[src/rtl/axis_rr_arbiter.sv]
// Round-robin AXIS arbiter: merges NUM_INPUTS streams into one sink,
// locking the grant until packet end (or per beat when PACKET_MODE=0).
module axis_rr_arbiter #(
  parameter int DATA_WIDTH  = 10,
  parameter int NUM_INPUTS  = 4,
  parameter int ID_WIDTH    = $clog2(NUM_INPUTS),
  parameter int PACKET_MODE = 1
) (
  input  logic                             clk,
  input  logic                             rst,
  input  logic [NUM_INPUTS-1:0]            input_valid,
  input  logic [NUM_INPUTS*DATA_WIDTH-1:0] input_data,
  input  logic [NUM_INPUTS-1:0]            input_last,
  output logic [NUM_INPUTS-1:0]            input_ready,
  output logic                             output_valid,
  output logic [DATA_WIDTH-1:0]            output_data,
  output logic                             output_last,
  output logic [ID_WIDTH-1:0]              output_id,
  input  logic                             output_ready
);

  typedef enum logic {
    IDLE,
    LOCKED
  } state_e;

  localparam logic PKT = (PACKET_MODE != 0);

  state_e              state_q, state_d;
  logic [ID_WIDTH-1:0] grant_q, grant_d;
  logic [ID_WIDTH-1:0] ptr_q, ptr_d;

  logic                found;
  logic [ID_WIDTH-1:0] cand;
  logic [ID_WIDTH-1:0] pick;
  logic [ID_WIDTH-1:0] pick_nxt;

  logic                sel_valid;
  logic                sel_last;
  logic [DATA_WIDTH-1:0] sel_data;
  logic                xfer;

  // First requester at or after ptr, wrapping around.
  always_comb begin
    found    = 1'b0;
    cand     = '0;
    pick     = '0;
    pick_nxt = '0;
    for (int k = 0; k < NUM_INPUTS; k++) begin
      cand = ID_WIDTH'((int'(ptr_q) + k) % NUM_INPUTS);
      if (!found && input_valid[cand]) begin
        found    = 1'b1;
        pick     = cand;
        pick_nxt = ID_WIDTH'((int'(ptr_q) + k + 1) % NUM_INPUTS);
      end
    end
  end

  always_comb begin
    sel_valid = 1'b0;
    sel_last  = 1'b0;
    sel_data  = '0;
    for (int i = 0; i < NUM_INPUTS; i++) begin
      if (grant_q == ID_WIDTH'(i)) begin
        sel_valid = input_valid[i];
        sel_last  = input_last[i];
        sel_data  = input_data[i*DATA_WIDTH +: DATA_WIDTH];
      end
    end
  end

  always_comb begin
    output_valid = 1'b0;
    output_last  = sel_last;
    output_data  = sel_data;
    output_id    = grant_q;
    input_ready  = '0;
    if (state_q == LOCKED) begin
      output_valid = sel_valid;
      for (int i = 0; i < NUM_INPUTS; i++) begin
        if (grant_q == ID_WIDTH'(i)) begin
          input_ready[i] = output_ready;
        end
      end
    end
  end

  assign xfer = output_valid & output_ready;

  always_comb begin
    state_d = state_q;
    grant_d = grant_q;
    ptr_d   = ptr_q;
    unique case (state_q)
      IDLE: begin
        if (found) begin
          grant_d = pick;
          ptr_d   = pick_nxt;
          state_d = LOCKED;
        end
      end
      LOCKED: begin
        if (xfer && (output_last || !PKT)) begin
          state_d = IDLE;
        end
      end
      default: state_d = IDLE;
    endcase
  end

  always_ff @(posedge clk or negedge rst) begin
    if (!rst) begin
      state_q <= IDLE;
      grant_q <= '0;
      ptr_q   <= '0;
    end else begin
      state_q <= state_d;
      grant_q <= grant_d;
      ptr_q   <= ptr_d;
    end
  end

endmodule

[config.mk]
export PLATFORM = sky130hd
export DESIGN_NAME = axis_rr_arbiter
export DESIGN_NICKNAME = d
export VERILOG_FILES = /design/src/rtl/axis_rr_arbiter.sv
export SDC_FILE = /design/constraint.sdc
export NUM_CORES = 1
export LEC_CHECK = 0
export ABC_CLOCK_PERIOD_IN_PS = 2900
export CORE_ASPECT_RATIO = 0.8
export CORE_MARGIN = 2
export CORE_UTILIZATION = 30
export DETAILED_ROUTE_END_ITERATION = 8
export PLACE_DENSITY = 0.79
export SLEW_MARGIN = 20
export SYNTH_ARGS = -nofsm -noshare
export SYNTH_HDL_FRONTEND = slang
export SYNTH_SLANG_ARGS = --single-unit
[constraint.sdc]
create_clock -name clk -period 2.9 [get_ports clk]
set_input_delay 0.58 -clock clk [delete_from_list [all_inputs] [get_ports clk]]
set_output_delay 0.58 -clock clk [all_outputs]
set_load 0.03 [all_outputs]
### Word level (Yosys, flattened, before mapping)

Cells that the tools add are included.

| word-level totals | value |
|---|---|
| input bits | 51 |
| output and inout bits | 18 |
| register bits | 5 |

| cells by class | value |
|---|---|
| $lt $le $gt $ge | 4 |
| reductions and logical operators | 9 |
| equal/unequal tests | 3 |
| muxes and demuxes | 41 |
| add/sub/neg operators | 6 |
| bitwise operators | 2 |

Operators by type and width:

| operator | count |
|---|---|
| $mux W10 | 4 |
| $mux W1 | 23 |
| $mux W2 | 8 |
| $lt A2 B3 Y1 const B | 4 |
| $add A2 B1 Y2 const B | 4 |
| $bmux W1 S2 | 4 |
| $add A2 B2 Y2 const B | 2 |
| $eq A2 B2 Y1 const B | 2 |
| $logic_and A1 B1 Y1 | 4 |
| $mux W4 | 1 |
| $logic_not A1 Y1 | 3 |
| $eq A2 B1 Y1 const B | 1 |
| $logic_not A2 Y1 | 1 |
| $pmux W1 S2 | 1 |
| $reduce_and A2 Y1 | 1 |
| $and A1 B1 Y1 | 1 |
| $not A1 Y1 | 1 |

### Logic depth before layout (Yosys ltp)

Gate-level depths: netlist of the first run.

| logic depth | value |
|---|---|
| depth in word-level cells | 14 |
| gate-level depth with buffers | 5 |
| gate-level depth less buffers | 4 |

### Worst setup path before layout of the first run

No wires, ideal clock.

| path | value |
|---|---|
| path kind | register -> output |
| from | register grant_q[0] (netlist: output_id[0]) |
| to | output input_ready[1] |
| slack | 0.675 ns |
| buffers on the path | 2 |
| required time | 2.320 ns |
| stages on the path, launching flop included | 5 |
| arrival | 1.645 ns |
| path through | dfrtp_1 -> buf_6 -> buf_4 -> inv_1 -> nor3_1 |

| on the way | value |
|---|---|
| longest elaborated chain between the ends | 3 |

Ends and longest elaborated chain:

| item | RTL line | text |
|---|---|---|
| from (decl) | 30 | `logic [ID_WIDTH-1:0] grant_q, grant_d;` |
| from (signal assigned) | 118 | `grant_q <= grant_d;` |
| $eq A2 B1 Y1 | 81 | `if (grant_q == ID_WIDTH'(i)) begin` |
| $mux W1 | 81 |  |
| $mux W4 | 78 | `if (state_q == LOCKED) begin` |
| to (decl) | 14 | `output logic [NUM_INPUTS-1:0] input_ready,` |

Every way passes these cells.

### Worst setup path after layout of the first run

| path | value |
|---|---|
| from | input input_last[3] |
| to | output output_last |

| on the way | value |
|---|---|
| longest elaborated chain between the ends | 1 |

Ends and longest elaborated chain:

| item | RTL line | text |
|---|---|---|
| from (decl) | 13 | `input logic [NUM_INPUTS-1:0] input_last,` |
| $mux W1 | 64 | `if (grant_q == ID_WIDTH'(i)) begin` |
| to (decl) | 17 | `output logic output_last,` |

Every way passes these cells.

==> results of run 1 <==
==> critical path, stage by stage <==
cell and delay [ps]:
clkdlybuf4s50_1 420, mux4_2 510, clkdlybuf4s50_1 620
==> Yosys cell counts (all sizes together), types with 2 or more instances <==
| master | instances | area, um^2 |
|---|---|---|
| a21oi | 3 | 15.0 |
| dfrtp | 5 | 125 |
| clkbuf | 2 | 7.51 |
| nand2 | 6 | 22.5 |
| nor3 | 3 | 15.0 |
| mux4 | 12 | 285 |
| buf | 7 | 43.8 |
| o21ai | 4 | 20.0 |
| nor2 | 6 | 22.5 |
| nor2b | 6 | 37.5 |
| o32ai | 2 | 25.0 |
==> placed cells by master, fill, tap and decap left out, types with 2 or more instances in the layout <==
| cell type | Yosys | layout |
|---|---|---|
| o21ai_1 | 2 | 2 |
| nand2_1 | 6 | 6 |
| dfrtp_1 | 5 | 5 |
| nor3_1 | 3 | 3 |
| nor2b_1 | 6 | 6 |
| o21ai_0 | 2 | 2 |
| clkdlybuf4s50_1 | 0 | 67 |
| nor2_1 | 6 | 6 |
| mux4_2 | 8 | 8 |
| mux4_1 | 4 | 4 |
| a21oi_1 | 3 | 3 |
| clkbuf_4 | 0 | 3 |
| buf_4 | 1 | 7 |
==> per-layer routing <==
metal / track usage / wire length (um) / vias to the layer above
met5: 0 / 0 / -
met4: 0.0741 / 53 / 0
met3: 0.0882 / 340 / 6
met2: 0.363 / 1480 / 49
met1: 0.208 / 997 / 411
li1: - / - / 423
==> layout make-up <==
class / count / area, um^2 / share of cell area
clock buffers: 4 / 26.3 / 0.0177
inverters: 1 / 3.75 / 0.00253
multi-input cells: 56 / 561 / 0.377
flip-flops and latches: 5 / 125 / 0.0842
well taps: 27 / 33.8 / 0.0227
repair buffers: 75 / 736 / 0.495
==> kinds of logic (layout without fill, tap and decap cells) <==
kind of cell,Yosys count,in the layout
simple gates,28,28
compound gates,16,16
mux,12,12
buf+inv,10,80
flops,5,5
==> registers in the layout, summed over array words and instances (netlist names) <==
| signal | cells |
|---|---|
| state_q | 1 |
| ptr_q | 2 |
| output_id | 2 |
==> power by group through the flow <==
| stage | clock (mW) | combinational, mW | sequential [mW] |
|---|---|---|---|
| global route | 0.0917 | 0.941 | 0.185 |
| floorplan | 0 | 0.587 | 0.147 |
| finish | 0.0788 | 0.886 | 0.177 |
| detailed placement | 0 | 0.895 | 0.176 |
| CTS | 0.0818 | 0.898 | 0.175 |
| global placement | 0 | 0.879 | 0.173 |
==> worst max-delay path by stage <==
stage / endpoint / startpoint / cells after the start
CTS: output_valid / input_valid[2] / 4
floorplan: input_ready[1] / output_id[0] / 4
finish: output_last / input_last[3] / 3
global route: output_data[0] / output_id[0] / 3
global placement: output_valid / input_valid[2] / 4
detailed placement: output_valid / input_valid[2] / 4
==> through the flow <==
step | setup slack [ps] | cell area (um^2) | util
6_report | 191 | 1490 | 0.618
3_3_place_gp | 86.0 | 1460 | 0.606
5_1_grt | 110 | 1490 | 0.618
2_1_floorplan | 675 | 741 | -
3_5_place_dp | 64.0 | 1460 | 0.606
4_1_cts | 64.0 | 1480 | 0.617
==> results.py, run 1 <==
metrics = {
    "run_status": {
        "status": "finished, final reports clean",
    },
    "routing": {
        "wl_per_cell_um": 17.1,
        "vias_per_cell": 5.29,
        "ant_nets": 0,
        "dr.pass1.iters": 4,
        "detail_route.iter0.violations": 13,
        "drc": 0,
        "drt-total-wl_um": 2870,
        "dr_total_vias": 889,
    },
    "clock_network": {
        "clkTransAtPathRegs_ps": 40,
        "insertion_delay_ps": 240,
        "clock_sink_count": 5,
        "cts_tree": "yes",
        "postCtsResizedCells": 0,
        "cts_setup_buffers": 0,
        "clockRootBuffer": "clkbuf_4",
        "cts.hold.buffers_added": 0,
        "cts_buffer_depth": 2,
        "cts-buffers-inserted": 3,
        "cts_max_level": 1,
    },
    "logic_synthesis": {
        "synth-seq-cells": 5,
        "synth_edf_count": 0,
        "synth_top_family_by_area": "multiplexers",
        "async_reset_ff_frac": 1.00,
        "yosysWarnings": 0,
        "synth_mux_area_frac": 0.385,
        "synthCells": 71,
        "syn-mean-instance-area_um2": 10.4,
        "synth_area_um2": 741,
        "synth_adder_area_share": 0,
        "syn_nets": 122,
        "yosysSeqAreaShare": 0.169,
        "synth-main-ff-cell": "dfrtp_1",
        "synth_compound_area_frac": 0.166,
        "yosys.area_share.simple": 0.206,
        "synthDistinctLibCells": 31,
        "synth_xor_area_frac": 0,
    },
    "grt": {
        "grt.overflow.total": 0,
        "grt_max_degree": 16,
        "grtUsageTotal": 0.204,
        "grt_antenna_before_repair": 0,
        "grt_first_pass_wirelength_um": 4450,
        "grt_pass1_vias": 955,
    },
    "timing": {
        "fin_worst_skew_ps": 2.69,
        "setup_violations": 0,
        "slew_headroom": 0.707,
        "hold_viol_final": 0,
        "period_needed_ps": 2710,
        "whs_ps": 544,
        "finalSetupTns_ps": 0,
        "rsz0062_at_grt": "no",
        "max_freq_mhz": 369,
        "tightest_slew_ps": 439,
        "slew_viol_final": 0,
        "fin_crit_sh": 0.934,
    },
    "floorplanning": {
        "start_util": 0.308,
        "die_area_um2": 2890,
        "die_w_um": 59.6,
        "rows": 16,
        "core_um2": 2400,
        "die_height_um": 48.4,
        "io-pin-count": 69,
    },
    "placed_design": {
        "gp_congestion": 0.785,
        "portBuffers": 68,
        "placed_cells": 164,
        "hpwl_um": 2430,
    },
    "cells_and_area": {
        "syn2layout_area_growth_pct": 101,
        "antenna_cells_inserted": 0,
        "fill_cells": 212,
        "drive_gt1_frac": 0.156,
        "instances_no_fill": 168,
        "final_nets": 193,
    },
    "worst_setup_path": {
        "arrival_ps": 2130,
        "rr_startpoint": "output_id[0]",
        "rrSetupSlack_ps": 1380,
        "reg2regPathDepth": 3,
        "worstSetupPathType": "primary input to primary output",
        "start_kind": "primary input",
        "critPathRequiredTime_ps": 2320,
        "r2r_end": "state_q",
        "cp_max_fo": 2,
        "endpoint_kind": "primary output",
    },
    "power": {
        "p_leak_nw": 0.559,
        "internal-power_uw": 605,
        "vdd_drop_max_v": 0.000546,
        "powerDensity_nw_per_um2": 769,
        "seqPwrFrac": 0.155,
        "p_total_mw": 1.14,
        "swShare": 0.470,
        "switching_power_uw": 537,
        "clockPowerShare": 0.069,
        "p_comb_frac": 0.776,
    },
    "min_path": {
        "worstHoldStart": "output_id[0]",
        "holdPathStages": 2,
        "hp-class": "register to register",
        "min_to": "output_id[0]",
    },
    "job": {
        "max_cap_viol_count": 0,
    },
}
Power figures use the tool's default switching activity.
==> inputs of run 2 (changes only) <==
Settings changed: DONT_BUFFER_PORTS set to 1, PLACE_DENSITY 0.79 to not set.
==> run 2 against run 1 <==
Design area decreased by 47%; routed wire length down 35%; global-route usage decreased by 7.6 points; maximum frequency rose by 24%; register-to-register slack got worse by 90 ps; critical path depth stayed put; total power decreased by 24%; critical endpoint is now output_valid.
==> results.py, run 2 (synthesis gave the netlist of run 1 again) <==
metrics = {
    "worst_setup_path": {
        "slowest_stage": "mux4_2",
        "cp_max_fo": 11,
        "cpPeakStageDelay_ps": 540,
        "arrival_ps": 1610,
        "cp_cell_sequence": "buf_4 > mux4_2 > and2_1",
        "worstSetupPathType": "register to primary output",
        "critPathRequiredTime_ps": 2320,
        "start_kind": "register",
        "endpoint_kind": "primary output",
    },
    "clock_network": {
        "cts_buffer_depth": 2,
        "clkTransAtPathRegs_ps": 40,
        "cts_max_level": 1,
        "postCtsResizedCells": 0,
        "insertion_delay_ps": 250,
        "cts_setup_buffers": 0,
        "cts-buffers-inserted": 3,
        "cts.hold.buffers_added": 0,
        "clockRootBuffer": "clkbuf_4",
        "clock_sink_count": 5,
        "cts_tree": "yes",
    },
    "power": {
        "p_leak_nw": 0.276,
        "clockPowerShare": 0.095,
        "vdd_drop_max_v": 0.000316,
        "internal-power_uw": 385,
        "swShare": 0.557,
        "powerDensity_nw_per_um2": 1110,
        "switching_power_uw": 485,
        "seqPwrFrac": 0.195,
        "p_comb_frac": 0.711,
    },
    "routing": {
        "dr_total_vias": 627,
        "drc": 0,
        "dr.pass1.iters": 4,
        "vias_per_cell": 6.40,
        "detail_route.iter0.violations": 16,
        "ant_nets": 0,
        "drt-total-wl_um": 1880,
        "wl_per_cell_um": 19.2,
    },
    "grt": {
        "grt_max_degree": 13,
        "grt_pass1_vias": 611,
        "grt_first_pass_wirelength_um": 2720,
        "grt_antenna_before_repair": 0,
        "grt.overflow.total": 0,
        "grtUsageTotal": 0.128,
    },
    "job": {
        "max_cap_viol_count": 0,
    },
    "timing": {
        "hold_viol_final": 0,
        "fin_crit_sh": 0.755,
        "slew_viol_final": 0,
        "slew_headroom": 0.615,
        "fin_worst_skew_ps": 2.55,
        "rsz0062_at_grt": "no",
        "period_needed_ps": 2190,
        "tightest_slew_ps": 575,
        "setup_violations": 0,
        "finalSetupTns_ps": 0,
        "max_freq_mhz": 457,
    },
    "placed_design": {
        "hpwl_um": 1550,
        "portBuffers": 0,
        "postPlaceCellArea_um2": 761,
        "gp_congestion": 0.763,
    },
    "min_path": {
        "hp-class": "primary input to async pin",
    },
    "floorplanning": {
        "io-pin-count": 69,
        "die_area_um2": 2890,
        "start_util": 0.308,
        "core_um2": 2400,
        "die_w_um": 59.6,
        "die_height_um": 48.4,
        "rows": 16,
    },
    "cells_and_area": {
        "antenna_cells_inserted": 0,
        "mostFrequentLayoutCells": "mux4_2, nand2_1, nor2_1, nor2b_1",
        "stdcell_area_um2": 787,
        "final_nets": 123,
        "final_common_cell": "mux4_2",
        "syn2layout_area_growth_pct": 6.25,
        "drive_gt1_frac": 0.282,
    },
    "run_status": {
        "status": "finished, final reports clean",
    },
}
==> run 2: cell count changes in the layout (fill, tap and decap cells not counted), sizes merged <==
cell / change
buf: -2
clkdlybuf4s50: -67
dlymetal6s2s: -1
==> run 2: through the flow <==
stage               instances  utilization  total power, mW  setup WS (ps)  hold WS [ps]
finish                     98        0.328            0.870            710          26.2
CTS                        98        0.328            0.881            685          20.1
detailed placement         94        0.317            0.799            953           285
global placement           94        0.317            0.788            963           285
global route               98        0.328            0.927            636          5.21
floorplan                  71            -            0.734            675           284
==> run 2: path summary, 6_finish.rpt <==
path,cells after the start,slack (ps),start,end
setup / recovery,3,710,output_id[0],output_valid
hold / removal,0,30,rst,output_id[1]
setup reg to reg,3,1290,output_id[1],state_q
hold reg to reg,1,620,ptr_q[0],ptr_q[0]
max in group asynchronous,0,2800,rst,ptr_q[0]
min in group clk,1,460,output_ready,state_q
==> run 2: routing by layer <==
metal	part of all wire	vias to the layer above	track usage
met5	0	-	0
met2	0.51	43	0.227
li1	-	279	-
met1	0.33	303	0.128
met4	0.010	0	0.0444
met3	0.15	2	0.0615
==> run 2: power by group through the flow <==
stage | sequential [mW] | clock [mW] | combinational, mW
3_3_place_gp | 0.169 | 0 | 0.619
6_report | 0.169 | 0.0822 | 0.619
2_1_floorplan | 0.147 | 0 | 0.587
3_5_place_dp | 0.172 | 0 | 0.627
4_1_cts | 0.170 | 0.0850 | 0.626
5_1_grt | 0.179 | 0.0928 | 0.655
==> run 2: cell type report <==
cell class,instances,area (um^2)
flip-flops and latches,5,125
well taps,27,33.8
fillers,244,1620
repair buffers,5,37.5
clock buffers,4,26.3
multi-input cells,56,561
inverters,1,3.75
==> run 2: critical path: cells and delay by family, from the launching register on <==
kind	cells	cell delay, ps
buf+inv	1	210
simple gates	1	280
mux	1	540
flops	1	330
==> inputs of run 3 (changes only) <==
Settings changed: ABC_CLOCK_PERIOD_IN_PS 2900 to 2200.
Clock period 2.9 ns to 2.2 ns, I/O delays scaled along.
==> run 3 against run 2 <==
Clock skew is 1.2 ps higher; global-route usage is 0.50 points higher; register-to-register slack worse by 540 ps; count of clock-buffer cells in the layout stayed put; flip-flop and latch count stayed put; utilization is 1.4 points higher; setup slack worse by 550 ps; worst hold slack better by 290 ps; routed wire length is 7.4% higher; design area is 4.3% higher; non-clock buffer count is 4 higher; critical path type unchanged.
==> results.py, run 3 (synthesis gave the netlist of run 1 again) <==
metrics = {
    "cells_and_area": {
        "antenna_cells_inserted": 0,
        "fill_cells": 232,
        "register_area_um2": 126,
        "multi_input_area_um2": 561,
        "stdcell_area_um2": 821,
        "instances_no_fill": 102,
        "final_nets": 127,
        "mostFrequentLayoutCells": "mux4_2, buf_4, nand2_1, nor2_1, nor2b_1",
        "final_core_util": 0.342,
        "syn2layout_area_growth_pct": 10.8,
        "drive_gt1_frac": 0.320,
    },
    "power": {
        "powerDensity_nw_per_um2": 1430,
        "p_leak_nw": 0.295,
        "p_total_mw": 1.17,
        "vdd_drop_max_v": 0.000439,
    },
    "worst_setup_path": {
        "critPathRequiredTime_ps": 1760,
        "rrSetupSlack_ps": 750,
        "worstSetupPathType": "register to primary output",
        "endpoint_kind": "primary output",
        "start_kind": "register",
        "rr_startpoint": "output_id[0]",
        "cpPeakStageDelay_ps": 630,
        "slowest_stage": "mux4_2",
        "cp_cell_sequence": "buf_4 > mux4_2",
        "arrival_ps": 1600,
        "reg2regPathDepth": 2,
        "cp_max_fo": 9,
        "r2r_end": "state_q",
    },
    "timing": {
        "fin_worst_skew_ps": 3.78,
        "setup_ws_ps": 163,
        "hold_viol_final": 0,
        "tightest_slew_ps": 321,
        "fin_crit_sh": 0.926,
        "rsz0062_at_grt": "no",
        "period_needed_ps": 2040,
        "slew_headroom": 0.784,
        "whs_ps": 321,
        "slew_viol_final": 0,
        "setup_violations": 0,
        "finalSetupTns_ps": 0,
        "max_freq_mhz": 491,
    },
    "clock_network": {
        "clockRootBuffer": "clkbuf_4",
        "cts-buffers-inserted": 3,
        "clock_sink_count": 5,
        "cts_buffer_depth": 2,
        "cts_max_level": 1,
        "cts_tree": "yes",
        "insertion_delay_ps": 250,
        "clkTransAtPathRegs_ps": 50,
        "cts_setup_buffers": 0,
    },
    "routing": {
        "met2_length_um": 1040,
        "dr.pass1.iters": 4,
        "wl_met3_um": 281,
        "top_layer": "met4",
        "detail_route.iter0.violations": 13,
        "drc": 0,
        "drt-total-wl_um": 2020,
        "m1WireLength_um": 678,
        "vias_per_cell": 6.13,
        "wl_per_cell_um": 19.8,
        "dr_total_vias": 625,
        "ant_nets": 0,
    },
    "floorplanning": {
        "io-pin-count": 69,
        "die_area_um2": 2890,
        "start_util": 0.308,
        "die_w_um": 59.6,
        "core_um2": 2400,
        "rows": 16,
        "die_height_um": 48.4,
    },
    "run_status": {
        "status": "finished, final reports clean",
    },
    "grt": {
        "grt_pass1_vias": 601,
        "grt_first_pass_wirelength_um": 2880,
        "grt_antenna_before_repair": 0,
        "grtUsageTotal": 0.133,
        "grt_max_degree": 12,
        "grt.overflow.total": 0,
    },
    "placed_design": {
        "postPlaceCellArea_um2": 783,
        "dpl_worst_slack_ps": 273,
        "portBuffers": 0,
        "hpwl_um": 1610,
        "gp_congestion": 0.837,
        "placed_cells": 97,
    },
    "min_path": {
        "holdPathStages": 1,
        "min_to": "state_q",
        "hp-class": "primary input to register",
        "worstHoldStart": "output_ready",
    },
    "job": {
        "max_cap_viol_count": 0,
    },
}
-- run 3: per-layer routing --
layer,GRT usage,up-vias
met1,0.130,289
li1,-,289
met3,0.0668,2
met5,0,-
met4,0.0222,0
met2,0.249,45
-- run 3: worst max path at each step --
stage,start,end,slack [ps],cells after the start
after global placement,output_id[0],output_data[5],300,2
after CTS,output_id[0],output_data[7],9,2
after floorplan,output_id[0],input_ready[1],110,4
after detailed placement,output_id[0],output_data[7],270,2
after global routing,output_id[0],output_data[5],80,2
final,output_id[0],output_data[5],160,2
-- run 3: worst max-delay path, delay by kind of cell (launching register included) --
kind	cells	cell delay (ps)
flops	1	480
mux	1	630
buf+inv	1	240
-- run 3: what timing repair did --
action                                  4_1_cts  5_1_grt
endpoints found under the setup margin        0        6
resized for setup                             0        1
hold buffers                                  1        0
endpoints found under the hold margin         5        0
-- run 3: cell type report --
cell class                 instances  share of cell area
clock buffer                       4              0.0320
inverter                           1             0.00457
timing repair buffer               9              0.0854
sequential                         5               0.154
tap                               27              0.0412
multi-input combinational         56               0.683
-- run 3: power breakdown --
group / switching [mW] / total [mW] / internal, mW
Combinational: 0.496 / 0.821 / 0.325
Clock: 0.0397 / 0.108 / 0.0687
Sequential: 0.107 / 0.241 / 0.134
Total: 0.642 / 1.17 / 0.528
